<file path="config.mk">
export PLATFORM = sky130hd
export DESIGN_NAME = pipelined_control_decoder
export DESIGN_NICKNAME = d
export VERILOG_FILES = /design/src/rtl/pipelined_control_decoder.sv
export SDC_FILE = /design/constraint.sdc
export NUM_CORES = 1
export LEC_CHECK = 0
export BUFFER_PORTS_ARGS = -buffer_cell sky130_fd_sc_hd__buf_2
export CORE_UTILIZATION = 47
export CTS_BUF_LIST = sky130_fd_sc_hd__clkbuf_16
export DETAILED_ROUTE_END_ITERATION = 6
export GPL_ROUTABILITY_DRIVEN = 0
export PLACE_DENSITY = 0.79
export SYNTH_ARGS = -nofsm -noshare
export SYNTH_HDL_FRONTEND = slang
export SYNTH_SLANG_ARGS = --single-unit
</file>
<file path="constraint.sdc">
create_clock -name clk -period 2.2 [get_ports clk]
set_input_delay 0 -clock clk [delete_from_list [all_inputs] [get_ports clk]]
set_output_delay 0 -clock clk [all_outputs]
set_load 0.05 [all_outputs]
</file>
<file path="src/rtl/pipelined_control_decoder.sv">
// Purpose : RV32I(+M) decode stage; registers datapath controls for the execute stage (ID/EX register).
// Latency : 1 cycle from accept to out_valid; MUL/DIV wait for md_done before out_valid is raised.
// Backpres: in_ready drops while the held result is not taken, during an M-ext wait and while flush is high.
//
// Ports:
//   clk, rst_n                 clock, synchronous active-low reset
//   in_valid/in_ready          fetch handshake carrying in_instr / in_pc
//   flush                      kills the held and any incoming instruction
//   out_valid/out_ready        execute handshake; all out_* and control fields are held until taken
//   md_start/md_abort/md_op    one-cycle pulses and op code for the external multiply/divide unit
//   md_done                    multiply/divide unit finished
//   illegal_count              saturating count of illegal instructions handed to execute
module pipelined_control_decoder #(
    parameter int HAS_M = 1,
    parameter int CNT_W = 8
) (
    input  logic             clk,
    input  logic             rst_n,
    input  logic             in_valid,
    output logic             in_ready,
    input  logic [31:0]      in_instr,
    input  logic [31:0]      in_pc,
    input  logic             flush,
    output logic             out_valid,
    input  logic             out_ready,
    output logic [31:0]      out_pc,
    output logic [4:0]       out_rd,
    output logic [4:0]       out_rs1,
    output logic [4:0]       out_rs2,
    output logic [2:0]       out_func_3,
    output logic             write,
    output logic             store,
    output logic             load,
    output logic             branch,
    output logic [1:0]       alu_operand_a_selector,
    output logic [1:0]       alu_operand_b_selector,
    output logic [2:0]       immediate_selector,
    output logic [1:0]       next_pc_selector,
    output logic [3:0]       alu_operations_selector,
    output logic             out_illegal,
    output logic             md_start,
    output logic             md_abort,
    output logic [2:0]       md_op,
    input  logic             md_done,
    output logic [CNT_W-1:0] illegal_count
);

    typedef enum logic [0:0] {
        RUN     = 1'b0,
        MD_WAIT = 1'b1
    } state_t;

    typedef struct packed {
        logic       write;
        logic       store;
        logic       load;
        logic       branch;
        logic [1:0] a_sel;
        logic [1:0] b_sel;
        logic [2:0] imm_sel;
        logic [1:0] npc_sel;
        logic [3:0] alu_op;
        logic       illegal;
    } ctl_t;

    state_t           state_q;
    logic             out_valid_q;
    ctl_t             ctl_q;
    ctl_t             ctl_d;
    logic             is_md_d;
    logic [31:0]      pc_q;
    logic [4:0]       rd_q;
    logic [4:0]       rs1_q;
    logic [4:0]       rs2_q;
    logic [2:0]       f3_q;
    logic             md_start_q;
    logic             md_abort_q;
    logic [2:0]       md_op_q;
    logic [CNT_W-1:0] cnt_q;
    logic             accept;

    logic [6:0] opcode;
    logic [2:0] f3;
    logic [6:0] f7;

    assign opcode = in_instr[6:0];
    assign f3     = in_instr[14:12];
    assign f7     = in_instr[31:25];

    assign in_ready = rst_n && !flush && (state_q == RUN) && (!out_valid_q || out_ready);
    assign accept   = in_valid && in_ready;

    // Combinational decode of the incoming word; captured into ctl_q on accept.
    always_comb begin
        logic bad;
        ctl_d   = '0;
        is_md_d = 1'b0;
        bad     = 1'b0;
        case (opcode)
            7'b0110011: begin
                ctl_d.write = 1'b1;
                if (f7 == 7'b0000000) begin
                    ctl_d.alu_op = {1'b0, f3};
                end else if (f7 == 7'b0100000 && (f3 == 3'b000 || f3 == 3'b101)) begin
                    ctl_d.alu_op = {1'b1, f3};
                end else if (f7 == 7'b0000001 && HAS_M != 0) begin
                    is_md_d = 1'b1;
                end else begin
                    bad = 1'b1;
                end
            end
            7'b0010011: begin
                ctl_d.write = 1'b1;
                ctl_d.b_sel = 2'b01;
                // Only the shift-immediates constrain func_7; bit 5 selects SRAI.
                if (f3 == 3'b001) begin
                    bad = (f7 != 7'b0000000);
                    ctl_d.alu_op = 4'b0001;
                end else if (f3 == 3'b101) begin
                    bad = (f7 != 7'b0000000) && (f7 != 7'b0100000);
                    ctl_d.alu_op = {f7[5], f3};
                end else begin
                    ctl_d.alu_op = {1'b0, f3};
                end
            end
            7'b0000011: begin
                ctl_d.write = 1'b1;
                ctl_d.load  = 1'b1;
                ctl_d.b_sel = 2'b01;
                bad = !(f3 == 3'b000 || f3 == 3'b001 || f3 == 3'b010 ||
                        f3 == 3'b100 || f3 == 3'b101);
            end
            7'b0100011: begin
                ctl_d.store   = 1'b1;
                ctl_d.b_sel   = 2'b01;
                ctl_d.imm_sel = 3'b001;
                bad = !(f3 == 3'b000 || f3 == 3'b001 || f3 == 3'b010);
            end
            7'b1100011: begin
                ctl_d.branch  = 1'b1;
                ctl_d.imm_sel = 3'b010;
                ctl_d.alu_op  = 4'b1000;
                ctl_d.npc_sel = 2'b01;
                bad = (f3 == 3'b010 || f3 == 3'b011);
            end
            7'b1100111: begin
                ctl_d.write   = 1'b1;
                ctl_d.a_sel   = 2'b01;
                ctl_d.b_sel   = 2'b10;
                ctl_d.npc_sel = 2'b10;
                bad = (f3 != 3'b000);
            end
            7'b1101111: begin
                ctl_d.write   = 1'b1;
                ctl_d.a_sel   = 2'b01;
                ctl_d.b_sel   = 2'b10;
                ctl_d.imm_sel = 3'b100;
                ctl_d.npc_sel = 2'b11;
            end
            7'b0110111: begin
                ctl_d.write   = 1'b1;
                ctl_d.a_sel   = 2'b10;
                ctl_d.b_sel   = 2'b01;
                ctl_d.imm_sel = 3'b011;
            end
            7'b0010111: begin
                ctl_d.write   = 1'b1;
                ctl_d.a_sel   = 2'b01;
                ctl_d.b_sel   = 2'b01;
                ctl_d.imm_sel = 3'b011;
            end
            default: bad = 1'b1;
        endcase
        // Illegal words must not cause side effects downstream: clear every control.
        if (bad) begin
            ctl_d         = '0;
            ctl_d.illegal = 1'b1;
            is_md_d       = 1'b0;
        end
    end

    always_ff @(posedge clk) begin
        if (!rst_n) begin
            state_q     <= RUN;
            out_valid_q <= 1'b0;
            ctl_q       <= '0;
            pc_q        <= '0;
            rd_q        <= '0;
            rs1_q       <= '0;
            rs2_q       <= '0;
            f3_q        <= '0;
            md_start_q  <= 1'b0;
            md_abort_q  <= 1'b0;
            md_op_q     <= '0;
            cnt_q       <= '0;
        end else begin
            md_start_q <= 1'b0;
            md_abort_q <= 1'b0;

            // A flush in the same cycle cancels the handshake, so it is not counted.
            if (out_valid_q && out_ready && !flush && ctl_q.illegal && cnt_q != '1) begin
                cnt_q <= cnt_q + CNT_W'(1);
            end

            if (state_q == RUN) begin
                if (flush) begin
                    out_valid_q <= 1'b0;
                end else if (accept) begin
                    ctl_q <= ctl_d;
                    pc_q  <= in_pc;
                    rd_q  <= in_instr[11:7];
                    rs1_q <= in_instr[19:15];
                    rs2_q <= in_instr[24:20];
                    f3_q  <= f3;
                    if (is_md_d) begin
                        state_q     <= MD_WAIT;
                        md_start_q  <= 1'b1;
                        md_op_q     <= f3;
                        out_valid_q <= 1'b0;
                    end else begin
                        out_valid_q <= 1'b1;
                    end
                end else if (out_ready) begin
                    out_valid_q <= 1'b0;
                end
            end else begin
                if (flush) begin
                    md_abort_q  <= 1'b1;
                    state_q     <= RUN;
                    out_valid_q <= 1'b0;
                end else if (md_done && !md_start_q) begin
                    // md_done coincident with md_start belongs to an earlier op; ignore it.
                    out_valid_q <= 1'b1;
                    state_q     <= RUN;
                end
            end
        end
    end

    assign out_valid               = out_valid_q;
    assign out_pc                  = pc_q;
    assign out_rd                  = rd_q;
    assign out_rs1                 = rs1_q;
    assign out_rs2                 = rs2_q;
    assign out_func_3              = f3_q;
    assign write                   = ctl_q.write;
    assign store                   = ctl_q.store;
    assign load                    = ctl_q.load;
    assign branch                  = ctl_q.branch;
    assign alu_operand_a_selector  = ctl_q.a_sel;
    assign alu_operand_b_selector  = ctl_q.b_sel;
    assign immediate_selector      = ctl_q.imm_sel;
    assign next_pc_selector        = ctl_q.npc_sel;
    assign alu_operations_selector = ctl_q.alu_op;
    assign out_illegal             = ctl_q.illegal;
    assign md_start                = md_start_q;
    assign md_abort                = md_abort_q;
    assign md_op                   = md_op_q;
    assign illegal_count           = cnt_q;

endmodule
</file>
==> results.py <==
metrics = {
    "run_status": {
        "run_status": "completed",
    },
    "worst_setup_path": {
        "worstPathArrival_ns": 2.24,
        "required_ns": 2.43,
        "startpoint_type": "register",
        "path_max_fanout": 8,
        "r2r_slack_ns": 0.19,
        "crit_type": "register to register",
        "worstSetupEndpointType": "register",
    },
    "grt": {
        "grt_max_degree": 61,
        "grt_pass1_vias": 3370,
        "gr-total-overflow": 0,
        "antenna_found_initial": 1,
        "grtUsageTotal_pct": 24.6,
        "grt_pass1_wl_um": 15200,
    },
    "route": {
        "wire_per_inst_um": 14.5,
        "viasPerCell": 5.12,
        "met3_length_um": 811,
        "wl_met1_um": 4430,
        "drt_first_pass_iters": 4,
        "vias": 3659,
        "drc": 0,
        "first_iter_violations": 121,
        "ant_nets": 0,
        "drt-total-wl_um": 10400,
        "highest_layer": "met4",
        "wl_met2_um": 5030,
    },
    "timing": {
        "fin_crit_sh_pct": 91.4,
        "final.setup.tns_ns": 0,
        "timing.hold.ws_ns": 0.0202,
        "rsz0062_at_grt": "no",
        "drv_slew": 0,
        "layout_min_cycle_time_ns": 2.01,
        "fmax_ghz": 0.497,
        "hold_viol": 0,
        "tightest_slew_ns": 1.15,
        "fin_skew_ns": 0.00561,
        "relSlewSlack_pct": 23.1,
        "setup-violations-final": 0,
    },
    "power": {
        "leakagePower_nw": 2.28,
        "peakVddDrop_mv": 0.486,
        "power_density_nw_per_um2": 697,
    },
    "yosys": {
        "synth_cell_types": 52,
        "synth-simple-area-share_pct": 26.0,
        "synth_edf_count": 0,
        "synth-seq-cells": 83,
        "syn_area_um2": 3560,
        "synth_flop_cell": "dfxtp_1",
        "syn_inst": 420,
        "synth_nets": 491,
        "seq_area_frac_synth_pct": 46.7,
        "post_synth_fa_ha_maj_area_fraction_pct": 0.351,
        "muxShareOfSynthArea_pct": 1.12,
        "synth_top_family_by_area": "simple AND/OR/NAND/NOR gates",
        "async_reset_ff_share_pct": 0,
        "synth-compound-area-share_pct": 20.0,
        "synth_area_per_cell_um2": 8.48,
        "synthXorXnorAreaFrac_pct": 1.97,
        "yosysWarnings": 0,
    },
    "cts": {
        "clk_transition_reported_paths_ns": 0.06,
        "clock_path_buffers": 2,
        "cts.sinks": 83,
        "clock_latency_ns": 0.33,
        "cts_buffers": 9,
        "htreeDepth": 3,
        "cts_tree": "yes",
        "clock-root-buffer": "clkbuf_16",
    },
    "layout": {
        "areaGrowthSynthToFinish_pct": 46.4,
        "fin_nets": 682,
        "post-route-util_pct": 71.5,
        "fillerInstances": 551,
        "multiInputGateArea_um2": 1760,
        "layout-drive-gt1-share_pct": 30.4,
        "ff_latch_area_um2": 1660,
    },
    "die": {
        "pin_count": 153,
        "initial_core_util_pct": 48.8,
        "die_w_um": 89.0,
        "num_rows": 31,
        "fp.coreArea_um2": 7290,
        "dieArea_um2": 7930,
        "die_h_um": 89.0,
    },
    "placed_design": {
        "port_buffers": 152,
        "dp_hpwl_um": 6450,
    },
    "run": {
        "max_cap_viol_count": 0,
    },
    "worst_hold_path": {
        "worstHoldPathType": "primary input to register",
    },
}
## cells in the mapped netlist (3+ instances only)
library cell	count	area share, %
a21boi_0	52	11
a21oi_1	9	1.3
a22o_1	4	0.98
a32o_1	3	0.84
and2_1	7	1.2
clkbuf_1	24	2.5
dfxtp_1	83	47
inv_1	5	0.53
mux2i_1	4	1.1
nand2_1	116	12
nand2b_1	6	1.1
nand3_1	10	1.4
nor2_1	14	1.5
nor2b_1	8	1.4
nor3_1	3	0.42
nor4_1	3	0.53
o21ai_0	11	1.5
o31ai_1	3	0.63
or4_1	4	0.84
xor2_1	6	1.5
## logic make-up after synthesis
| logic type | after synthesis |
|---|---|
| AND/OR/NAND/NOR | 193 |
| AO/OA/AOI/OAI | 97 |
| flip-flops | 83 |
| buffers and inverters | 34 |
| XOR/XNOR | 8 |
| multiplexers | 4 |
| adder cells (fa/ha/maj) | 1 |
## critical path, cell delays in order, from the launching register on
cell	delay, ns
dfxtp_1	0.36
nor2_2	0.21
nand4_4	0.12
or4_4	0.52
or2_1	0.36
o41ai_2	0.35
## timing repair
item / CTS / global route
setup buffers: 0 / 0
gates resized for setup: 0 / 0
setup endpoints to repair: 0 / 0
hold endpoints to repair: 50 / 0
hold buffers: 50 / 0
## per-stage QoR
stage	power (W)	area, µm²	worst slack, ns	instances
floorplan	0.00185	3560	0.0647	420
global placement	0.00198	4390	0.301	649
detailed placement	0.00199	4390	0.213	649
CTS	0.00364	5210	0.207	714
global route	0.00375	5210	0.136	715
finish	0.00363	5210	0.189	715
## layout make-up
| cell class | count | area share [%] |
|---|---|---|
| clock inverters | 6 | 1.75 |
| clock buffers | 9 | 4.32 |
| multi-input cells | 303 | 33.8 |
| diodes | 1 | 0.0480 |
| well taps | 99 | 2.38 |
| flip-flops and latches | 83 | 31.9 |
| inverters | 5 | 0.360 |
| repair buffers | 209 | 25.5 |
## where the power goes
group          internal (W)  leakage [nW]  switching (W)
clock network      0.000990         0.144       0.000609
registers           0.00154         0.672      0.0000173
logic              0.000188          1.47       0.000291
## worst paths after layout
kind / depth (start not counted) / endpoint / start
min: 3 / out_func_3[0] / in_instr[12]
max reg2reg: 5 / alu_operations_selector[3] / state_q
min reg2reg: 2 / out_pc[31] / out_pc[31]
max: 5 / alu_operations_selector[3] / state_q
## routing by layer
layer / vias up / track usage, %
met1: 1681 / 28.9
li1: 1811 / -
met5: - / 0
met3: 13 / 5.72
met2: 154 / 44.5
met4: 0 / 7.94
## cells in the final DEF, fill, tap and decap left out, drive strengths merged, types with 4 or more instances in the layout
cell | Yosys | routed
nor3 | 4 | 4
dlygate4sd3 | 0 | 50
xor2 | 6 | 6
a22o | 4 | 4
dfxtp | 83 | 83
o21ai | 13 | 13
a21boi | 52 | 52
buf | 5 | 159
inv | 5 | 5
nor2b | 8 | 8
a21oi | 9 | 9
or2 | 4 | 4
nand3 | 10 | 10
nor2 | 15 | 15
nand2b | 6 | 6
and2 | 7 | 7
or4 | 5 | 5
nand2 | 116 | 116
clkbuf | 24 | 9
mux2i | 4 | 4
## state kept, by name, summed over array words and instances (netlist names), 2 cells and up
signal                   flops
alu_operand_a_selector       2
alu_operand_b_selector       2
alu_operations_selector      4
illegal_count                8
immediate_selector           3
md_op                        3
next_pc_selector             2
out_func_3                   3
out_pc                      32
out_rd                       5
out_rs1                      5
out_rs2                      5
No activity file was read; power rests on OpenSTA's default activity.
